### config.mk
export PLATFORM = sky130hd
export DESIGN_NAME = dmem_arbiter
export DESIGN_NICKNAME = d
export VERILOG_FILES = /design/src/rtl/dmem_arbiter.sv
export SDC_FILE = /design/constraint.sdc
export NUM_CORES = 1
export LEC_CHECK = 0
export CORE_AREA = 3 3 131 133
export CTS_CLUSTER_DIAMETER = 150
export DETAILED_ROUTE_END_ITERATION = 6
export DIE_AREA = 0 0 134 136
export PLACE_DENSITY = 0.78
export SLEW_MARGIN = 20
export SYNTH_ARGS = -nofsm -noshare
export SYNTH_HDL_FRONTEND = slang
export SYNTH_SLANG_ARGS = --single-unit
### constraint.sdc
create_clock -name clk -period 4.5 [get_ports clk]
set_clock_uncertainty 0.2 [all_clocks]
set_input_delay 0.9 -clock clk [delete_from_list [all_inputs] [get_ports clk]]
set_output_delay 0.9 -clock clk [all_outputs]
set_load 0.005 [all_outputs]
### src/rtl/dmem_arbiter.sv
// dmem_arbiter: two-port (cpu/dma) arbiter in front of a single-port DMEM.
// Define DMEM_ARB_RR_EN for round-robin; default is fixed CPU priority.
module dmem_arbiter #(
  parameter int DATA_SIZE    = 32,
  parameter int ADDRESS_SIZE = 32
) (
  input  logic                    clk,
  input  logic                    rst_n,
  input  logic                    cpu_req,
  input  logic                    cpu_we,
  input  logic [ADDRESS_SIZE-1:0] cpu_addr,
  input  logic [DATA_SIZE-1:0]    cpu_wdata,
  input  logic [1:0]              cpu_wsize,
  input  logic [2:0]              cpu_rsize,
  output logic                    cpu_gnt,
  output logic                    cpu_rvalid,
  output logic [DATA_SIZE-1:0]    cpu_rdata,
  input  logic                    dma_req,
  input  logic                    dma_we,
  input  logic [ADDRESS_SIZE-1:0] dma_addr,
  input  logic [DATA_SIZE-1:0]    dma_wdata,
  input  logic [1:0]              dma_wsize,
  input  logic [2:0]              dma_rsize,
  output logic                    dma_gnt,
  output logic                    dma_rvalid,
  output logic [DATA_SIZE-1:0]    dma_rdata,
  output logic                    mem_rw,
  output logic [ADDRESS_SIZE-1:0] mem_addr,
  output logic [1:0]              mem_datain,
  output logic [2:0]              mem_dataout,
  output logic [DATA_SIZE-1:0]    mem_dataw,
  input  logic [DATA_SIZE-1:0]    mem_datar
);

  typedef enum logic {
    IDLE   = 1'b0,
    ACCESS = 1'b1
  } state_t;

  state_t                  state_q, state_d;
  logic                    we_q, we_d;
  logic [ADDRESS_SIZE-1:0] addr_q, addr_d;
  logic [DATA_SIZE-1:0]    wdata_q, wdata_d;
  logic [1:0]              wsize_q, wsize_d;
  logic [2:0]              rsize_q, rsize_d;
  logic                    owner_q, owner_d;
  logic [DATA_SIZE-1:0]    cpu_rdata_q, cpu_rdata_d;
  logic [DATA_SIZE-1:0]    dma_rdata_q, dma_rdata_d;
  logic                    cpu_rvalid_q, cpu_rvalid_d;
  logic                    dma_rvalid_q, dma_rvalid_d;
  logic                    dma_first;
  logic                    idle;

  assign idle = (state_q == IDLE);

`ifdef DMEM_ARB_RR_EN
  // ptr_q=1 means DMA wins the next tie
  logic ptr_q, ptr_d;

  assign dma_first = ptr_q;

  // pointer moves to the port that was not just granted
  always_comb begin
    ptr_d = ptr_q;
    if (cpu_gnt)
      ptr_d = 1'b1;
    else if (dma_gnt)
      ptr_d = 1'b0;
  end

  // pointer register, CPU first out of reset
  always_ff @(posedge clk or negedge rst_n) begin
    if (!rst_n)
      ptr_q <= 1'b0;
    else
      ptr_q <= ptr_d;
  end
`else
  assign dma_first = 1'b0;
`endif

  // grant is combinational and only possible in IDLE
  always_comb begin
    cpu_gnt = idle & cpu_req & (~dma_req | ~dma_first);
    dma_gnt = idle & dma_req & (~cpu_req | dma_first);
  end

  // next-state: latch winner in IDLE, return load data after ACCESS
  always_comb begin
    state_d      = state_q;
    we_d         = we_q;
    addr_d       = addr_q;
    wdata_d      = wdata_q;
    wsize_d      = wsize_q;
    rsize_d      = rsize_q;
    owner_d      = owner_q;
    cpu_rdata_d  = cpu_rdata_q;
    dma_rdata_d  = dma_rdata_q;
    cpu_rvalid_d = 1'b0;
    dma_rvalid_d = 1'b0;
    unique case (state_q)
      IDLE: begin
        unique case (1'b1)
          dma_gnt: begin
            state_d = ACCESS;
            owner_d = 1'b1;
            we_d    = dma_we;
            addr_d  = dma_addr;
            wdata_d = dma_wdata;
            wsize_d = dma_wsize;
            rsize_d = dma_rsize;
          end
          cpu_gnt: begin
            state_d = ACCESS;
            owner_d = 1'b0;
            we_d    = cpu_we;
            addr_d  = cpu_addr;
            wdata_d = cpu_wdata;
            wsize_d = cpu_wsize;
            rsize_d = cpu_rsize;
          end
          default: ;
        endcase
      end
      ACCESS: begin
        state_d = IDLE;
        if (!we_q) begin
          if (owner_q) begin
            dma_rvalid_d = 1'b1;
            dma_rdata_d  = mem_datar;
          end else begin
            cpu_rvalid_d = 1'b1;
            cpu_rdata_d  = mem_datar;
          end
        end
      end
      default: state_d = IDLE;
    endcase
  end

  // state and transaction registers
  always_ff @(posedge clk or negedge rst_n) begin
    if (!rst_n) begin
      state_q      <= IDLE;
      we_q         <= 1'b0;
      addr_q       <= '0;
      wdata_q      <= '0;
      wsize_q      <= 2'b00;
      rsize_q      <= 3'b000;
      owner_q      <= 1'b0;
      cpu_rdata_q  <= '0;
      dma_rdata_q  <= '0;
      cpu_rvalid_q <= 1'b0;
      dma_rvalid_q <= 1'b0;
    end else begin
      state_q      <= state_d;
      we_q         <= we_d;
      addr_q       <= addr_d;
      wdata_q      <= wdata_d;
      wsize_q      <= wsize_d;
      rsize_q      <= rsize_d;
      owner_q      <= owner_d;
      cpu_rdata_q  <= cpu_rdata_d;
      dma_rdata_q  <= dma_rdata_d;
      cpu_rvalid_q <= cpu_rvalid_d;
      dma_rvalid_q <= dma_rvalid_d;
    end
  end

  // write strobe only while ACCESS; reset drops it at once
  assign mem_rw      = (state_q == ACCESS) & we_q;
  assign mem_addr    = addr_q;
  assign mem_datain  = wsize_q;
  assign mem_dataout = rsize_q;
  assign mem_dataw   = wdata_q;
  assign cpu_rdata   = cpu_rdata_q;
  assign dma_rdata   = dma_rdata_q;
  assign cpu_rvalid  = cpu_rvalid_q;
  assign dma_rvalid  = dma_rvalid_q;

endmodule

## Word-level counts from Yosys, hierarchy flattened

Cells that the tools add are included.

- Mux-type cells: 14
- Bitwise logic cells: 8
- Reduce and logical (&&, ||, !) cells: 5

Operators with widths:

| operator | count |
|---|---|
| $pmux 32 s2 | 2 |
| $mux 1 | 7 |
| $pmux 1 s2 | 3 |
| $pmux 3 s2 | 1 |
| $reduce_and 3->1 | 2 |
| $and 1x1->1 | 4 |
| $not 1->1 | 4 |
| $pmux 2 s2 | 1 |
| $reduce_and 2->1 | 1 |
| $reduce_bool 2->1 | 1 |
| $reduce_or 2->1 | 1 |

- Flip-flop bits (word level): 138
- Input bits: 176
- Output and inout port bits: 138
- Word-level logic and storage cells: 38

## Logic depth before layout (Yosys ltp)

- Word-level depth: 6
- Mapped depth: 5
- Mapped depth without buffers: 2

## Worst setup path before layout

OpenSTA, ideal clock, no wires.

- Path kind: input -> output
- From: input dma_req
- To: output dma_gnt
- Arrival: 1633 ps
- Data required time: 3400 ps
- Path slack: 1767 ps
- Stages: 3
- Buffers on the path: 1
- Path through: clkbuf_1 nor2b_1 nor2b_1

- Cells in the longest elaborated chain, start to end: 2

RTL lines:

| element | line | source |
|---|---|---|
| start, declared | 18 | `input logic dma_req,` |
| $and 1x1->1 (2 in series) | 85 | `dma_gnt = idle & dma_req & (~cpu_req \| dma_first);` |
| end, declared | 24 | `output logic dma_gnt,` |

Every way passes these cells.

## Worst setup path after layout

- From: register state_q
- To: output cpu_gnt

- Cells in the longest elaborated chain, start to end: 2

RTL lines:

| element | line | source |
|---|---|---|
| start, declared | 40 | `state_t state_q, state_d;` |
| start signal, assigned | 156 | `state_q <= state_d;` |
| $not 1->1 (no line) | - |  |
| $and 1x1->1 | 84 | `cpu_gnt = idle & cpu_req & (~dma_req \| ~dma_first);` |
| end, declared | 15 | `output logic cpu_gnt,` |

Every way passes these cells.

==> impl_metrics.yaml <==
status:
  run_status: "complete, no violations"
power_and_ir_drop:
  p_leak_nw: 4.19
  irDropWorstVdd_mv: 0.260
  powerDensity_nw_per_um2: 488
floorplan:
  boundaryPins: 314
  rows: 46
  die_w_um: 134
  die_h_um: 136
  initial_core_util_pct: 40.1
  core_area_um2: 15900
  fp.dieArea_um2: 18200
clock_network:
  cts-root-buf: "clkbuf_16"
  cts_sinks: 138
  cts_resized: 0
  numCtsBuffers: 17
  cts_max_path_buffers: 2
  cts_hold_buf: 0
  htreeDepth: 4
  clk_pin_slew_ps: 60
  clk_latency_ps: 410
  cts_tree: "yes"
  cts_setup_buffers: 0
critical_path:
  cp_top_family: "flip-flops"
  required_ps: 3400
  worst_path_max_delay_cell: "dfrtp_4"
  crit_type: "register to output pin"
  max_stage_delay_ps: 730
  path_max_fanout: 68
  path_buf_inv: 1
  critPathCaptureType: "output pin"
  start_kind: "register"
  cp.arrival_ps: 2400
  path_cells: "nor2b_1, clkdlybuf4s50_1"
logic_synthesis:
  synth_top_cell_by_area: "dfrtp_1"
  synth_fp_nets: 721
  yosysWarnings: 0
  synth-seq-cells: 138
  synth_area_leaders: "dfrtp_1 (54%), mux2_2 (11%), nor4b_1 (8.8%), a211oi_1 (7.4%), nor3b_1 (7.4%)"
  synth.distinct_cells: 22
  ys_seq_area_share_pct: 54.0
  synth_area_um2: 6400
  avgSynthCellArea_um2: 11.7
  synthCells: 545
  netlist.area_leader.share_pct: 54.0
global_routing:
  grt_max_degree: 112
  antenna_found_initial: 0
  grt_pass1_wl_um: 31400
  grt_use_total_pct: 21.8
  grt_pass1_vias: 5744
  overflow: 0
detailed_routing:
  num_vias: 5510
  drt_wl_total_um: 20000
  drc: 0
  post_drt_via_cell_ratio: 5.18
  ant_nets: 0
  drt_pre_antenna_iters: 4
  drt_iter0_drc: 296
  wl_per_cell_um: 18.8
sta:
  fmax_ghz: 0.286
  rsz0062_at_grt: "no"
  tns_ps: 0
  hold_viol: 0
  finalSetupViolations: 0
  slew_violations: 0
  min_period_ps: 3500
  tightest_slew_ps: 881
  max_slew_margin_pct: 41.2
  post-route-period-util_pct: 77.7
layout:
  areaGrowthSynthToFinish_pct: 59.4
  multi_input_area_um2: 2400
  drive_gt1_share_pct: 13.0
  fin_nets: 1011
  diodes: 0
  design_area_um2: 10200
  n_fill_cell: 1229
  regArea_um2: 3460
placed_design:
  dpl.hpwl_um: 14800
  placed_area_um2: 9620
  gp_congestion: 0.801
  port_buffers: 313
job:
  max-cap-violations: 0
hold_path:
  hold_class: "register to register"
final cells by class:
type,instances,share of cell area [%]
inverter,80,2.94
clock buffer,17,4.17
timing repair buffer,322,31.3
multi-input combinational,276,23.5
clock inverter,15,1.51
sequential,138,33.9
tap,216,2.65
path summary, 6_finish.rpt:
path / startpoint / to / slack, ps / cells after the start
max in group asynchronous: rst_n / dma_rdata[31] / 2770 / 2
hold / removal: cpu_rdata[4] / cpu_rdata[4] / 290 / 1
min in group asynchronous: rst_n / mem_dataw[24] / 390 / 1
setup / recovery: state_q / cpu_gnt / 1000 / 2
setup reg to reg: state_q / mem_dataw[22] / 1550 / 4
hold reg to reg: cpu_rdata[4] / cpu_rdata[4] / 290 / 1
worst reg2reg max path: cells and delay by family, from the launching register on:
kind	cells	cell delay, ps
buffers and inverters	2	1140
DFF	1	870
AOI/OAI and AO/OA	2	600
cell usage after synthesis, drive strengths merged:
master,instances
o21bai,1
nor2,6
nand3b,1
inv,80
nor3b,64
nor2b,3
a21oi,1
nor4b,64
a221oi,1
buf,27
mux2,64
nand2b,1
and2,1
clkbuf,24
a211oi,63
dfrtp,138
a222oi,6
per-stage QoR:
| step | instances | total power (W) | utilization [%] | worst slack [ps] | hold slack [ps] |
|---|---|---|---|---|---|
| 6_report | 1064 | 0.00497 | 64.0 | 1000 | 286 |
| 5_1_grt | 1064 | 0.00523 | 64.0 | 881 | 315 |
| 4_1_cts | 1064 | 0.00503 | 64.0 | 1010 | 288 |
| 3_5_place_dp | 1032 | 0.00364 | 60.4 | 1300 | 274 |
| 3_3_place_gp | 1032 | 0.00357 | 60.4 | 1320 | 267 |
| 2_1_floorplan | 545 | 0.00245 | - | 1770 | 283 |
routing by layer:
layer  track usage (%)  vias up  routed length [um]
met5                 0        -                   0
met4              8.40        0                 573
met3              6.70       37                1630
met2              35.8      262                9870
met1              27.1     2674                7930
li1                  -     2537                   -
where the power goes:
group	internal, W	switching [W]
sequential	0.00166	0.000255
clock	0.000784	0.000584
combinational	0.00115	0.000550
total	0.00359	0.00139
state kept, by name (all words and copies together), names as in the netlist:
name,cells
cpu_rvalid,1
mem_dataout,3
mem_datain,2
cpu_rdata,32
dma_rdata,32
we_q,1
state_q,1
mem_addr,32
dma_rvalid,1
owner_q,1
mem_dataw,32
logic make-up (layout without fill, tap and decap cells):
group	Yosys count	in the layout	synth area share, %
AND/OR/NAND/NOR	140	140	17.4
flip-flops	138	138	54.0
buffers and inverters	131	434	8.72
AO/OA/AOI/OAI	72	72	8.66
multiplexers	64	64	11.3
layout by cell type (no fill, tap or decap), types with 2 or more instances in the layout:
| cell | netlist | final |
|---|---|---|
| nor2_1 | 6 | 6 |
| nor4b_1 | 64 | 64 |
| dfrtp_1 | 138 | 137 |
| clkbuf_16 | 0 | 17 |
| nor2b_1 | 3 | 3 |
| a211oi_1 | 63 | 63 |
| inv_8 | 0 | 3 |
| clkdlybuf4s50_1 | 0 | 310 |
| buf_4 | 4 | 10 |
| clkinvlp_4 | 0 | 2 |
| inv_1 | 80 | 80 |
| nor3b_1 | 63 | 63 |
| inv_6 | 0 | 7 |
| a222oi_1 | 6 | 6 |
| mux2_2 | 63 | 63 |
Note: power is estimated with default switching activity, not from simulation.
